$ cat config.mk
export PLATFORM = sky130hd
export DESIGN_NAME = sram_axi_arbiter_flat
export DESIGN_NICKNAME = d
export VERILOG_FILES = /design/src/rtl/sram_axi_arbiter_pkg.sv /design/src/rtl/sram_axi_arbiter_if.sv /design/src/rtl/sram_axi_wr_fsm.sv /design/src/rtl/sram_axi_arbiter.sv /design/src/flat_wrapper.sv
export SDC_FILE = /design/constraint.sdc
export NUM_CORES = 1
export LEC_CHECK = 0
export CAP_MARGIN = 20
export CELL_PAD_IN_SITES_DETAIL_PLACEMENT = 0
export CELL_PAD_IN_SITES_GLOBAL_PLACEMENT = 1
export CORE_MARGIN = 2
export CORE_UTILIZATION = 23
export CTS_BUF_LIST = sky130_fd_sc_hd__clkbuf_4
export CTS_CLUSTER_DIAMETER = 100
export DETAILED_ROUTE_END_ITERATION = 7
export PLACE_DENSITY = 0.75
export SETUP_SLACK_MARGIN = 0.5
export SYNTH_ARGS = -nofsm -noshare
export SYNTH_HDL_FRONTEND = slang
export SYNTH_SLANG_ARGS = --single-unit
$ cat constraint.sdc
create_clock -name clk -period 3.15 [get_ports clk]
set_input_delay 0.7875 -clock clk [delete_from_list [all_inputs] [get_ports clk]]
set_output_delay 0.7875 -clock clk [all_outputs]
set_load 0.02 [all_outputs]
$ cat src/rtl/sram_axi_arbiter_pkg.sv
// Shared state encodings and AXI ID constants for the SRAM-to-AXI arbiter.
// Types and constants only, so there is no timing or flow control here.
package sram_axi_arbiter_pkg;

  typedef enum logic [1:0] {
    R_IDLE = 2'd0,
    R_AR   = 2'd1,
    R_R    = 2'd2
  } rd_state_t;

  typedef enum logic [1:0] {
    W_IDLE = 2'd0,
    W_AW   = 2'd1,
    W_B    = 2'd2
  } wr_state_t;

  localparam logic [3:0] ID_INST = 4'd0;
  localparam logic [3:0] ID_DATA = 4'd1;

endpackage

$ cat src/rtl/sram_axi_arbiter_if.sv
// Bundles the two SRAM-like requester ports and the single-beat AXI master port.
// The master modport is the arbiter's view; the slave modport is the pipeline and memory view.
interface sram_axi_arbiter_if;

  logic        inst_sram_req;
  logic        inst_sram_wr;
  logic [1:0]  inst_sram_size;
  logic [31:0] inst_sram_addr;
  logic [3:0]  inst_sram_wstrb;
  logic [31:0] inst_sram_wdata;
  logic        inst_sram_addr_ok;
  logic        inst_sram_data_ok;
  logic [31:0] inst_sram_rdata;

  logic        data_sram_req;
  logic        data_sram_wr;
  logic [1:0]  data_sram_size;
  logic [31:0] data_sram_addr;
  logic [3:0]  data_sram_wstrb;
  logic [31:0] data_sram_wdata;
  logic        data_sram_addr_ok;
  logic        data_sram_data_ok;
  logic [31:0] data_sram_rdata;

  logic [3:0]  arid;
  logic [31:0] araddr;
  logic [2:0]  arsize;
  logic        arvalid;
  logic        arready;
  logic [3:0]  rid;
  logic [31:0] rdata;
  logic        rvalid;
  logic        rready;
  logic [31:0] awaddr;
  logic [2:0]  awsize;
  logic        awvalid;
  logic        awready;
  logic [31:0] wdata;
  logic [3:0]  wstrb;
  logic        wvalid;
  logic        wready;
  logic        bvalid;
  logic        bready;

  modport master (
    input  inst_sram_req, inst_sram_wr, inst_sram_size, inst_sram_addr,
           inst_sram_wstrb, inst_sram_wdata,
    output inst_sram_addr_ok, inst_sram_data_ok, inst_sram_rdata,
    input  data_sram_req, data_sram_wr, data_sram_size, data_sram_addr,
           data_sram_wstrb, data_sram_wdata,
    output data_sram_addr_ok, data_sram_data_ok, data_sram_rdata,
    output arid, araddr, arsize, arvalid,
    input  arready, rid, rdata, rvalid,
    output rready, awaddr, awsize, awvalid,
    input  awready,
    output wdata, wstrb, wvalid,
    input  wready, bvalid,
    output bready
  );

  modport slave (
    output inst_sram_req, inst_sram_wr, inst_sram_size, inst_sram_addr,
           inst_sram_wstrb, inst_sram_wdata,
    input  inst_sram_addr_ok, inst_sram_data_ok, inst_sram_rdata,
    output data_sram_req, data_sram_wr, data_sram_size, data_sram_addr,
           data_sram_wstrb, data_sram_wdata,
    input  data_sram_addr_ok, data_sram_data_ok, data_sram_rdata,
    input  arid, araddr, arsize, arvalid,
    output arready, rid, rdata, rvalid,
    input  rready, awaddr, awsize, awvalid,
    output awready,
    input  wdata, wstrb, wvalid,
    output wready, bvalid,
    input  bready
  );

endinterface

$ cat src/rtl/sram_axi_wr_fsm.sv
// Single-beat AXI write engine: AW and W are offered together and retire independently, then B is awaited.
// One cycle from start to AW/W valid; holds valid until each ready, idle reports when a new store may start.
module sram_axi_wr_fsm
  import sram_axi_arbiter_pkg::*;
(
  input  logic        clk,
  input  logic        resetn,
  input  logic        start,
  input  logic [31:0] req_addr,
  input  logic [1:0]  req_size,
  input  logic [31:0] req_wdata,
  input  logic [3:0]  req_wstrb,
  input  logic        awready,
  input  logic        wready,
  input  logic        bvalid,
  output logic [31:0] awaddr,
  output logic [2:0]  awsize,
  output logic        awvalid,
  output logic [31:0] wdata,
  output logic [3:0]  wstrb,
  output logic        wvalid,
  output logic        bready,
  output logic        idle,
  output logic        b_done
);

  wr_state_t state, state_nxt;
  logic      aw_done, w_done;
  logic      aw_fire, w_fire;

  always_ff @(posedge clk or negedge resetn) begin
    if (!resetn) state <= W_IDLE;
    else         state <= state_nxt;
  end

  // Done flags only live inside W_AW; leaving that state clears them.
  always_ff @(posedge clk or negedge resetn) begin
    if (!resetn) begin
      aw_done <= 1'b0;
      w_done  <= 1'b0;
    end else if (state != W_AW) begin
      aw_done <= 1'b0;
      w_done  <= 1'b0;
    end else begin
      if (aw_fire) aw_done <= 1'b1;
      if (w_fire)  w_done  <= 1'b1;
    end
  end

  always_ff @(posedge clk) begin
    if (start) begin
      awaddr <= req_addr;
      awsize <= {1'b0, req_size};
      wdata  <= req_wdata;
      wstrb  <= req_wstrb;
    end
  end

  always_comb begin
    state_nxt = state;
    awvalid   = 1'b0;
    wvalid    = 1'b0;
    bready    = 1'b0;
    idle      = 1'b0;
    b_done    = 1'b0;
    aw_fire   = 1'b0;
    w_fire    = 1'b0;
    case (state)
      W_IDLE: begin
        idle = 1'b1;
        if (start) state_nxt = W_AW;
      end
      W_AW: begin
        awvalid = !aw_done;
        wvalid  = !w_done;
        aw_fire = !aw_done && awready;
        w_fire  = !w_done && wready;
        if ((aw_done || aw_fire) && (w_done || w_fire)) state_nxt = W_B;
      end
      W_B: begin
        bready = 1'b1;
        if (bvalid) begin
          b_done    = 1'b1;
          state_nxt = W_IDLE;
        end
      end
      default: state_nxt = W_IDLE;
    endcase
  end

endmodule

$ cat src/rtl/sram_axi_arbiter.sv
// Shares one AXI master between fetch and load/store, one outstanding transaction per requester, data reads win.
// addr_ok and data_ok are combinational; a requester stalls (addr_ok=0) while busy, its FSM is busy or a write hazard exists.
module sram_axi_arbiter #(
  parameter logic [3:0] ID_INST = sram_axi_arbiter_pkg::ID_INST,
  parameter logic [3:0] ID_DATA = sram_axi_arbiter_pkg::ID_DATA
) (
  input  logic               clk,
  input  logic               resetn,
  sram_axi_arbiter_if.master bus
);
  import sram_axi_arbiter_pkg::*;

  rd_state_t   rd_state, rd_state_nxt;
  logic [31:0] araddr_q;
  logic [2:0]  arsize_q;
  logic [3:0]  arid_q;
  logic        arvalid_c, rready_c;
  logic        data_busy, inst_busy;
  logic        r_idle, w_idle, b_done, rd_done;
  logic        data_accept, data_rd_accept, data_wr_accept, inst_accept;
  logic        inst_hazard, data_rd_req;
  logic        inst_ok, data_ok;
  logic        unused_inst;

  assign unused_inst = ^{bus.inst_sram_wr, bus.inst_sram_wstrb, bus.inst_sram_wdata};

  assign r_idle      = (rd_state == R_IDLE);
  assign data_rd_req = bus.data_sram_req && !bus.data_sram_wr;
  // A fetch must not overtake a pending store to the same word.
  assign inst_hazard = !w_idle && (bus.awaddr[31:2] == bus.inst_sram_addr[31:2]);

  assign data_accept    = resetn && bus.data_sram_req && !data_busy &&
                          (bus.data_sram_wr ? w_idle : r_idle);
  assign data_rd_accept = data_accept && !bus.data_sram_wr;
  assign data_wr_accept = data_accept && bus.data_sram_wr;
  assign inst_accept    = resetn && bus.inst_sram_req && !inst_busy && r_idle &&
                          !data_rd_req && !inst_hazard;

  assign rd_done = bus.rvalid && rready_c;
  assign inst_ok = rd_done && (bus.rid == ID_INST);
  assign data_ok = (rd_done && (bus.rid == ID_DATA)) || b_done;

  assign bus.inst_sram_addr_ok = inst_accept;
  assign bus.data_sram_addr_ok = data_accept;
  assign bus.inst_sram_data_ok = inst_ok;
  assign bus.data_sram_data_ok = data_ok;
  assign bus.inst_sram_rdata   = bus.rdata;
  assign bus.data_sram_rdata   = bus.rdata;

  assign bus.arid    = arid_q;
  assign bus.araddr  = araddr_q;
  assign bus.arsize  = arsize_q;
  assign bus.arvalid = arvalid_c;
  assign bus.rready  = rready_c;

  always_ff @(posedge clk or negedge resetn) begin
    if (!resetn) rd_state <= R_IDLE;
    else         rd_state <= rd_state_nxt;
  end

  always_ff @(posedge clk) begin
    if (data_rd_accept) begin
      araddr_q <= bus.data_sram_addr;
      arsize_q <= {1'b0, bus.data_sram_size};
      arid_q   <= ID_DATA;
    end else if (inst_accept) begin
      araddr_q <= bus.inst_sram_addr;
      arsize_q <= {1'b0, bus.inst_sram_size};
      arid_q   <= ID_INST;
    end
  end

  always_comb begin
    rd_state_nxt = rd_state;
    arvalid_c    = 1'b0;
    rready_c     = 1'b0;
    case (rd_state)
      R_IDLE: if (data_rd_accept || inst_accept) rd_state_nxt = R_AR;
      R_AR: begin
        arvalid_c = 1'b1;
        if (bus.arready) rd_state_nxt = R_R;
      end
      R_R: begin
        rready_c = 1'b1;
        if (bus.rvalid) rd_state_nxt = R_IDLE;
      end
      default: rd_state_nxt = R_IDLE;
    endcase
  end

  // Accept and completion of the same requester never coincide, so set/clear order is irrelevant.
  always_ff @(posedge clk or negedge resetn) begin
    if (!resetn) begin
      data_busy <= 1'b0;
      inst_busy <= 1'b0;
    end else begin
      if (data_accept)  data_busy <= 1'b1;
      else if (data_ok) data_busy <= 1'b0;
      if (inst_accept)  inst_busy <= 1'b1;
      else if (inst_ok) inst_busy <= 1'b0;
    end
  end

  sram_axi_wr_fsm u_wr_fsm (
    .clk       (clk),
    .resetn    (resetn),
    .start     (data_wr_accept),
    .req_addr  (bus.data_sram_addr),
    .req_size  (bus.data_sram_size),
    .req_wdata (bus.data_sram_wdata),
    .req_wstrb (bus.data_sram_wstrb),
    .awready   (bus.awready),
    .wready    (bus.wready),
    .bvalid    (bus.bvalid),
    .awaddr    (bus.awaddr),
    .awsize    (bus.awsize),
    .awvalid   (bus.awvalid),
    .wdata     (bus.wdata),
    .wstrb     (bus.wstrb),
    .wvalid    (bus.wvalid),
    .bready    (bus.bready),
    .idle      (w_idle),
    .b_done    (b_done)
  );

endmodule

$ cat src/flat_wrapper.sv
// flat-port wrapper written by rule: the top's interface ports become plain ports
module sram_axi_arbiter_flat import sram_axi_arbiter_pkg::*;
#(
  parameter logic [3:0] ID_INST = sram_axi_arbiter_pkg::ID_INST,
  parameter logic [3:0] ID_DATA = sram_axi_arbiter_pkg::ID_DATA
)
  (clk, resetn, bus_inst_sram_req, bus_inst_sram_wr, bus_inst_sram_size, bus_inst_sram_addr, bus_inst_sram_wstrb, bus_inst_sram_wdata, bus_inst_sram_addr_ok, bus_inst_sram_data_ok, bus_inst_sram_rdata, bus_data_sram_req, bus_data_sram_wr, bus_data_sram_size, bus_data_sram_addr, bus_data_sram_wstrb, bus_data_sram_wdata, bus_data_sram_addr_ok, bus_data_sram_data_ok, bus_data_sram_rdata, bus_arid, bus_araddr, bus_arsize, bus_arvalid, bus_arready, bus_rid, bus_rdata, bus_rvalid, bus_rready, bus_awaddr, bus_awsize, bus_awvalid, bus_awready, bus_wdata, bus_wstrb, bus_wvalid, bus_wready, bus_bvalid, bus_bready);
  sram_axi_arbiter_if bus_i ();
  input  logic clk;
  input  logic resetn;
  input wire logic [$bits(bus_i.inst_sram_req)-1:0] bus_inst_sram_req;
  input wire logic [$bits(bus_i.inst_sram_wr)-1:0] bus_inst_sram_wr;
  input wire logic [$bits(bus_i.inst_sram_size)-1:0] bus_inst_sram_size;
  input wire logic [$bits(bus_i.inst_sram_addr)-1:0] bus_inst_sram_addr;
  input wire logic [$bits(bus_i.inst_sram_wstrb)-1:0] bus_inst_sram_wstrb;
  input wire logic [$bits(bus_i.inst_sram_wdata)-1:0] bus_inst_sram_wdata;
  output wire logic [$bits(bus_i.inst_sram_addr_ok)-1:0] bus_inst_sram_addr_ok;
  output wire logic [$bits(bus_i.inst_sram_data_ok)-1:0] bus_inst_sram_data_ok;
  output wire logic [$bits(bus_i.inst_sram_rdata)-1:0] bus_inst_sram_rdata;
  input wire logic [$bits(bus_i.data_sram_req)-1:0] bus_data_sram_req;
  input wire logic [$bits(bus_i.data_sram_wr)-1:0] bus_data_sram_wr;
  input wire logic [$bits(bus_i.data_sram_size)-1:0] bus_data_sram_size;
  input wire logic [$bits(bus_i.data_sram_addr)-1:0] bus_data_sram_addr;
  input wire logic [$bits(bus_i.data_sram_wstrb)-1:0] bus_data_sram_wstrb;
  input wire logic [$bits(bus_i.data_sram_wdata)-1:0] bus_data_sram_wdata;
  output wire logic [$bits(bus_i.data_sram_addr_ok)-1:0] bus_data_sram_addr_ok;
  output wire logic [$bits(bus_i.data_sram_data_ok)-1:0] bus_data_sram_data_ok;
  output wire logic [$bits(bus_i.data_sram_rdata)-1:0] bus_data_sram_rdata;
  output wire logic [$bits(bus_i.arid)-1:0] bus_arid;
  output wire logic [$bits(bus_i.araddr)-1:0] bus_araddr;
  output wire logic [$bits(bus_i.arsize)-1:0] bus_arsize;
  output wire logic [$bits(bus_i.arvalid)-1:0] bus_arvalid;
  input wire logic [$bits(bus_i.arready)-1:0] bus_arready;
  input wire logic [$bits(bus_i.rid)-1:0] bus_rid;
  input wire logic [$bits(bus_i.rdata)-1:0] bus_rdata;
  input wire logic [$bits(bus_i.rvalid)-1:0] bus_rvalid;
  output wire logic [$bits(bus_i.rready)-1:0] bus_rready;
  output wire logic [$bits(bus_i.awaddr)-1:0] bus_awaddr;
  output wire logic [$bits(bus_i.awsize)-1:0] bus_awsize;
  output wire logic [$bits(bus_i.awvalid)-1:0] bus_awvalid;
  input wire logic [$bits(bus_i.awready)-1:0] bus_awready;
  output wire logic [$bits(bus_i.wdata)-1:0] bus_wdata;
  output wire logic [$bits(bus_i.wstrb)-1:0] bus_wstrb;
  output wire logic [$bits(bus_i.wvalid)-1:0] bus_wvalid;
  input wire logic [$bits(bus_i.wready)-1:0] bus_wready;
  input wire logic [$bits(bus_i.bvalid)-1:0] bus_bvalid;
  output wire logic [$bits(bus_i.bready)-1:0] bus_bready;
  assign bus_i.inst_sram_req = bus_inst_sram_req;
  assign bus_i.inst_sram_wr = bus_inst_sram_wr;
  assign bus_i.inst_sram_size = bus_inst_sram_size;
  assign bus_i.inst_sram_addr = bus_inst_sram_addr;
  assign bus_i.inst_sram_wstrb = bus_inst_sram_wstrb;
  assign bus_i.inst_sram_wdata = bus_inst_sram_wdata;
  assign bus_inst_sram_addr_ok = bus_i.inst_sram_addr_ok;
  assign bus_inst_sram_data_ok = bus_i.inst_sram_data_ok;
  assign bus_inst_sram_rdata = bus_i.inst_sram_rdata;
  assign bus_i.data_sram_req = bus_data_sram_req;
  assign bus_i.data_sram_wr = bus_data_sram_wr;
  assign bus_i.data_sram_size = bus_data_sram_size;
  assign bus_i.data_sram_addr = bus_data_sram_addr;
  assign bus_i.data_sram_wstrb = bus_data_sram_wstrb;
  assign bus_i.data_sram_wdata = bus_data_sram_wdata;
  assign bus_data_sram_addr_ok = bus_i.data_sram_addr_ok;
  assign bus_data_sram_data_ok = bus_i.data_sram_data_ok;
  assign bus_data_sram_rdata = bus_i.data_sram_rdata;
  assign bus_arid = bus_i.arid;
  assign bus_araddr = bus_i.araddr;
  assign bus_arsize = bus_i.arsize;
  assign bus_arvalid = bus_i.arvalid;
  assign bus_i.arready = bus_arready;
  assign bus_i.rid = bus_rid;
  assign bus_i.rdata = bus_rdata;
  assign bus_i.rvalid = bus_rvalid;
  assign bus_rready = bus_i.rready;
  assign bus_awaddr = bus_i.awaddr;
  assign bus_awsize = bus_i.awsize;
  assign bus_awvalid = bus_i.awvalid;
  assign bus_i.awready = bus_awready;
  assign bus_wdata = bus_i.wdata;
  assign bus_wstrb = bus_i.wstrb;
  assign bus_wvalid = bus_i.wvalid;
  assign bus_i.wready = bus_wready;
  assign bus_i.bvalid = bus_bvalid;
  assign bus_bready = bus_i.bready;
  sram_axi_arbiter #(.ID_INST(ID_INST), .ID_DATA(ID_DATA)) u_core (.clk(clk), .resetn(resetn), .bus(bus_i));
endmodule
== Yosys cells after proc, flatten, opt, wreduce, memory -nomap -nowiden ==
Index checks and enable logic that the tools add are counted.

* Input bits: 187
* Word-level logic and storage cells: 97
* Output and inout bits: 183
* Bits in registers: 113

* Reductions and logical operators: 40
* Eq/ne operators: 13
* Mux-type cells: 31

{| class="wikitable"
|+ Operators with widths
! kind !! number
|-
| $mux 32 || 2
|-
| $eq 30x30->1 || 1
|-
| $mux 1 || 19
|-
| $logic_and 1x1->1 || 18
|-
| $mux 2 || 8
|-
| $pmux 2 s3 || 2
|-
| $ne 2x2->1 const B || 5
|-
| $reduce_bool 2->1 || 5
|-
| $logic_not 1->1 || 8
|-
| $reduce_and 3->1 || 2
|-
| $eq 2x1->1 const B || 2
|-
| $eq 2x2->1 const B || 2
|-
| $eq 4x1->1 const B || 1
|-
| $logic_not 2->1 || 2
|-
| $logic_not 4->1 || 1
|-
| $logic_or 1x1->1 || 4
|-
| $ne 2x1->1 const B || 2
|}

== Longest topological paths before layout ==
* Depth in word-level cells: 9
* Depth in mapped cells: 6
* Depth with buffers taken out: 6

== Modules after synthesis ==
From an unflattened synthesis, not the netlist that was laid out.

* Cell total of the unflattened synthesis: 306
* Area total of the unflattened synthesis: 5022.3 sq um

{| class="wikitable"
|+ By module, submodules not included
! module !! seq. area each (sq um) !! area an instance (sq um) !! cells each !! times used
|-
| sram_axi_arbiter || 1141.1 || 2716.4 || 215 || 1
|-
| sram_axi_wr_fsm || 2202.1 || 2306.0 || 91 || 1
|}

== Least setup slack after synthesis ==
No wires, ideal clock.

* Path type: input-to-reg
* Start: in bus_data_sram_wr
* End: reg u_core.u_wr_fsm.awaddr[0], enable pin
* Data required time: 2714 ps
* Arrival: 3399 ps
* Library setup time: 436 ps
* Setup slack: -685 ps
* Cell stages on the path: 4
* Buffers on the path: 0
* Path through: nor3_1 a21oi_1 nor3_1 and2_1

* Word-level cells in the longest chain between the ends: 3

{| class="wikitable"
|+ Ends and longest elaborated chain
! element !! RTL line !! text
|-
| from (decl) || flat_wrapper.sv:21 || <nowiki>input wire logic [$bits(bus_i.data_sram_wr)-1:0] bus_data_sram_wr;</nowiki>
|-
| $mux 1 || sram_axi_arbiter.sv:33 || <nowiki>(bus.data_sram_wr ? w_idle : r_idle);</nowiki>
|-
| $logic_and 1x1->1 || sram_axi_arbiter.sv:32 || <nowiki>assign data_accept = resetn && bus.data_sram_req && !data_busy &&</nowiki>
|-
| via bus_data_sram_addr_ok || flat_wrapper.sv:26 || <nowiki>output wire logic [$bits(bus_i.data_sram_addr_ok)-1:0] bus_data_sram_addr_ok;</nowiki>
|-
| $logic_and 1x1->1 || sram_axi_arbiter.sv:35 || <nowiki>assign data_wr_accept = data_accept && bus.data_sram_wr;</nowiki>
|-
| via u_core.data_wr_accept || sram_axi_arbiter.sv:20 || <nowiki>logic data_accept, data_rd_accept, data_wr_accept, inst_accept;</nowiki>
|-
| to (signal assigned) || sram_axi_wr_fsm.sv:52 || <nowiki>awaddr <= req_addr;</nowiki>
|-
| to (decl) || sram_axi_wr_fsm.sv:16 || <nowiki>output logic [31:0] awaddr,</nowiki>
|}

The timed path passes the listed nets, and every way through them passes these cells.
A chain may end at the register's enable or synchronous reset.

== Worst setup path after layout ==
* Start: in bus_inst_sram_addr[12]
* End: out bus_inst_sram_addr_ok

* Word-level cells in the longest chain between the ends: 4

{| class="wikitable"
|+ Ends and longest elaborated chain
! element !! RTL line !! text
|-
| from (decl) || flat_wrapper.sv:14 || <nowiki>input wire logic [$bits(bus_i.inst_sram_addr)-1:0] bus_inst_sram_addr;</nowiki>
|-
| $eq 30x30->1 || sram_axi_arbiter.sv:30 || <nowiki>assign inst_hazard = !w_idle && (bus.awaddr[31:2] == bus.inst_sram_addr[31:2]);</nowiki>
|-
| $logic_and 1x1->1 || sram_axi_arbiter.sv:30 ||
|-
| $logic_not 1->1 || sram_axi_arbiter.sv:37 || <nowiki>!data_rd_req && !inst_hazard;</nowiki>
|-
| $logic_and 1x1->1 || sram_axi_arbiter.sv:37 ||
|-
| to (decl) || flat_wrapper.sv:17 || <nowiki>output wire logic [$bits(bus_i.inst_sram_addr_ok)-1:0] bus_inst_sram_addr_ok;</nowiki>
|}

Every way passes these cells.

==> run metrics <==
gr ovfl total=0; sequential area share after synthesis=0.691; CTS max path bufs=2; skew final=0.0158 ns; RSZ-0062 raised after global routing=true; Fin. Hold Viols=0; final slew viol count=0; FMAX=315 MHz; residual DRC count=0; vias in the first global route=3361; VDD IR max=0.149 mV; H-tree levels=4; Clock Pin Slew Worst Setup and Hold Paths=0.12 ns; Tmin final=3.17 ns; Core Box Area=20800 sq um; Placement Rows=53; detailed-route wire length per cell=16.2 microns; violated checks=negative setup slack; Syn Inst Count=301; Post-DP HPWL=9610 microns; IO Port Bufs=231; ys flop type=edfxtp_1; power per cell area=463 nW/um^2; Setup Crit Path Kind=input port to output pin; area leader, netlist=edfxtp_1; Max stage delay cell, worst path=nor4_2; DRT iter0 DRCs=175; fin crit share=1.01; Syn. warnings=0; Vias/cell=3.86; Core Util, Final=0.362; largest net degree at the start of global routing=40; Nets=696; family with the most delay on the worst path=simple AND/OR/NAND/NOR gates; max_cap viols=0; total CTS buffers=17; first-pass GRT wire length=18900 microns; critical path, cell by cell=clkdlybuf4s15_1 -> xor2_1 -> nor4_1 -> nand4_1 -> nor4_2 -> buf_4 -> nor4_2 -> buf_2; most frequent cell after synthesis=edfxtp_1; Post-synth EDFFs=104; WL final=12900 microns; P&R area growth vs syn=55.8%; Hold Crit Class=input port to asynchronous set/reset pin; Reg-to-Reg Start=u_core.u_wr_fsm.awaddr[12]$_DFFE_PP_; CP Launch Point=bus_inst_sram_addr[12]; CTS Sinks=113; Root Driver=clkbuf_4; final RePlAce weighted congestion=0.720; CP arrival=2.38 ns; Commonest cells post-synth=104 x edfxtp_1, 69 x buf_4, 32 x mux2_2; Chip Width=149 microns; Final setup viols=1; fillers=2004; vias=3085; Mapped Area=4840 sq um; initial core utilization=0.232; Seq cells post-synth=113; CTS tree=built; top cell type's share of synthesized area=0.645; worst setup margin=-0.0209 ns; crit path max fanout=2; FFs w/ async S/R, synth=0.0708; Distinct cells, synth=28; largest cells by area after synthesis=edfxtp_1 65%, buf_4 11%, mux2_2 7.4%; drt first pass iters=4; IO Pins=370; CP required=2.36 ns; fin cells=799; worst path bufs/invs=3; GRT Total Usage=0.116; Die ar.=22200 sq um; Pleak=2.68 nW; ANT nets after route=0; syn avg cell area=16.1 sq um; Top cell by count, worst path=nor4_2; status=finished with violations; worst stage delay on the critical path=0.34 ns; initial antenna violation count=2; Die Height=149 microns; dpl cells=759; Clock Latency Late Sink=0.51 ns; share of layout cells above drive strength 1=0.213; CP Launch Type=input port; Worst Setup End Kind=output pin
final timing paths:
kind,to,depth (start not counted),slack (ns)
max reg2reg,u_core.bus.araddr[2]$_DFFE_PP_,8,0.68
max in group asynchronous,u_core.data_busy$_DFFE_PN0P_,3,2.59
min,u_core.u_wr_fsm.state[1]$_DFFE_PN0P_,2,0.36
min reg2reg,u_core.bus.arid[0]$_SDFFE_PN1P_,2,0.48
min in group clk,u_core.bus.arid[0]$_SDFFE_PN1P_,2,0.48
max,bus_inst_sram_addr_ok,8,-0.02
state kept, by name (all words and copies together), names as in the netlist:
name                     count
u_core.u_wr_fsm.wstrb        4
u_core.u_wr_fsm.wdata       32
u_core.bus.arsize            2
u_core.bus.araddr           32
u_core.data_busy             1
u_core.rd_state              2
u_core.inst_busy             1
u_core.u_wr_fsm.state        2
u_core.u_wr_fsm.w_done       1
u_core.bus.arid              1
u_core.u_wr_fsm.aw_done      1
u_core.u_wr_fsm.awaddr      32
u_core.u_wr_fsm.awsize       2
cell families after synthesis:
| logic type | share of synthesized area |
|---|---|
| flops | 0.691 |
| buf+inv | 0.119 |
| simple gates | 0.0424 |
| mux | 0.0791 |
| xor+xnor | 0.0543 |
| compound gates | 0.0140 |
| other cells | 0.000775 |
metrics by stage:
step / hold WS [ns] / setup WS [ns] / area [sq um] / TNS [ns] / power [mW]
6_report: 0.363 / -0.0209 / 7540 / -0.0209 / 3.49
5_1_grt: 0.283 / -0.147 / 7540 / -0.147 / 3.68
4_1_cts: 0.297 / -0.0761 / 7500 / -0.0761 / 3.56
3_5_place_dp: 0.461 / -0.816 / 7160 / -16.38 / 2.48
3_3_place_gp: 0.458 / -0.725 / 7160 / -12.52 / 2.46
2_1_floorplan: 0.483 / 0.591 / 4870 / 0 / 2.21
placed cells by master, fill, tap and decap left out, drive strengths merged, types with 3 or more instances in the layout:
cell / instances
clkdlybuf4s50: 202
edfxtp: 104
mux2: 34
buf: 29
dlygate4sd2: 22
xor2: 19
clkbuf: 17
inv: 13
xnor2: 11
nor2: 11
nor4: 9
dfrtp: 8
clkinv: 6
conb: 5
nand4: 4
o21bai: 3
nor2b: 3
nand2b: 3
clkdlybuf4s15: 3
report_power, final:
group | switching, mW | internal [mW] | leakage [nW]
logic | 0.303 | 0.347 | 1.48
registers | 0.0460 | 1.74 | 1.05
clock network | 0.635 | 0.415 | 0.152
total | 0.984 | 2.51 | 2.68
repair_timing:
| item | CTS | global route |
|---|---|---|
| buffers inserted | 3 | 2 |
| cloned | 1 | 0 |
| gates resized for setup | 62 | 5 |
| hold buffers | 0 | 0 |
| pin swaps | 13 | 4 |
| endpoints found under the setup margin | 43 | 5 |
layer usage:
| metal | part of all wire | GRT usage |
|---|---|---|
| met1 | 0.39 | 0.127 |
| met2 | 0.51 | 0.200 |
| met3 | 0.080 | 0.0431 |
| met4 | 0.021 | 0.0538 |
| met5 | 0 | 0 |
final cells by class:
type | count | area [sq um] | area share
multi-input combinational | 115 | 1040 | 0.139
clock inverter | 15 | 149 | 0.0197
inverter | 6 | 22.5 | 0.00299
antenna | 2 | 5.00 | 0.000664
sequential | 113 | 3340 | 0.443
timing repair buffer | 256 | 2510 | 0.332
clock buffer | 17 | 128 | 0.0169
tap | 275 | 344 | 0.0456
Power figures use the tool's default switching activity.
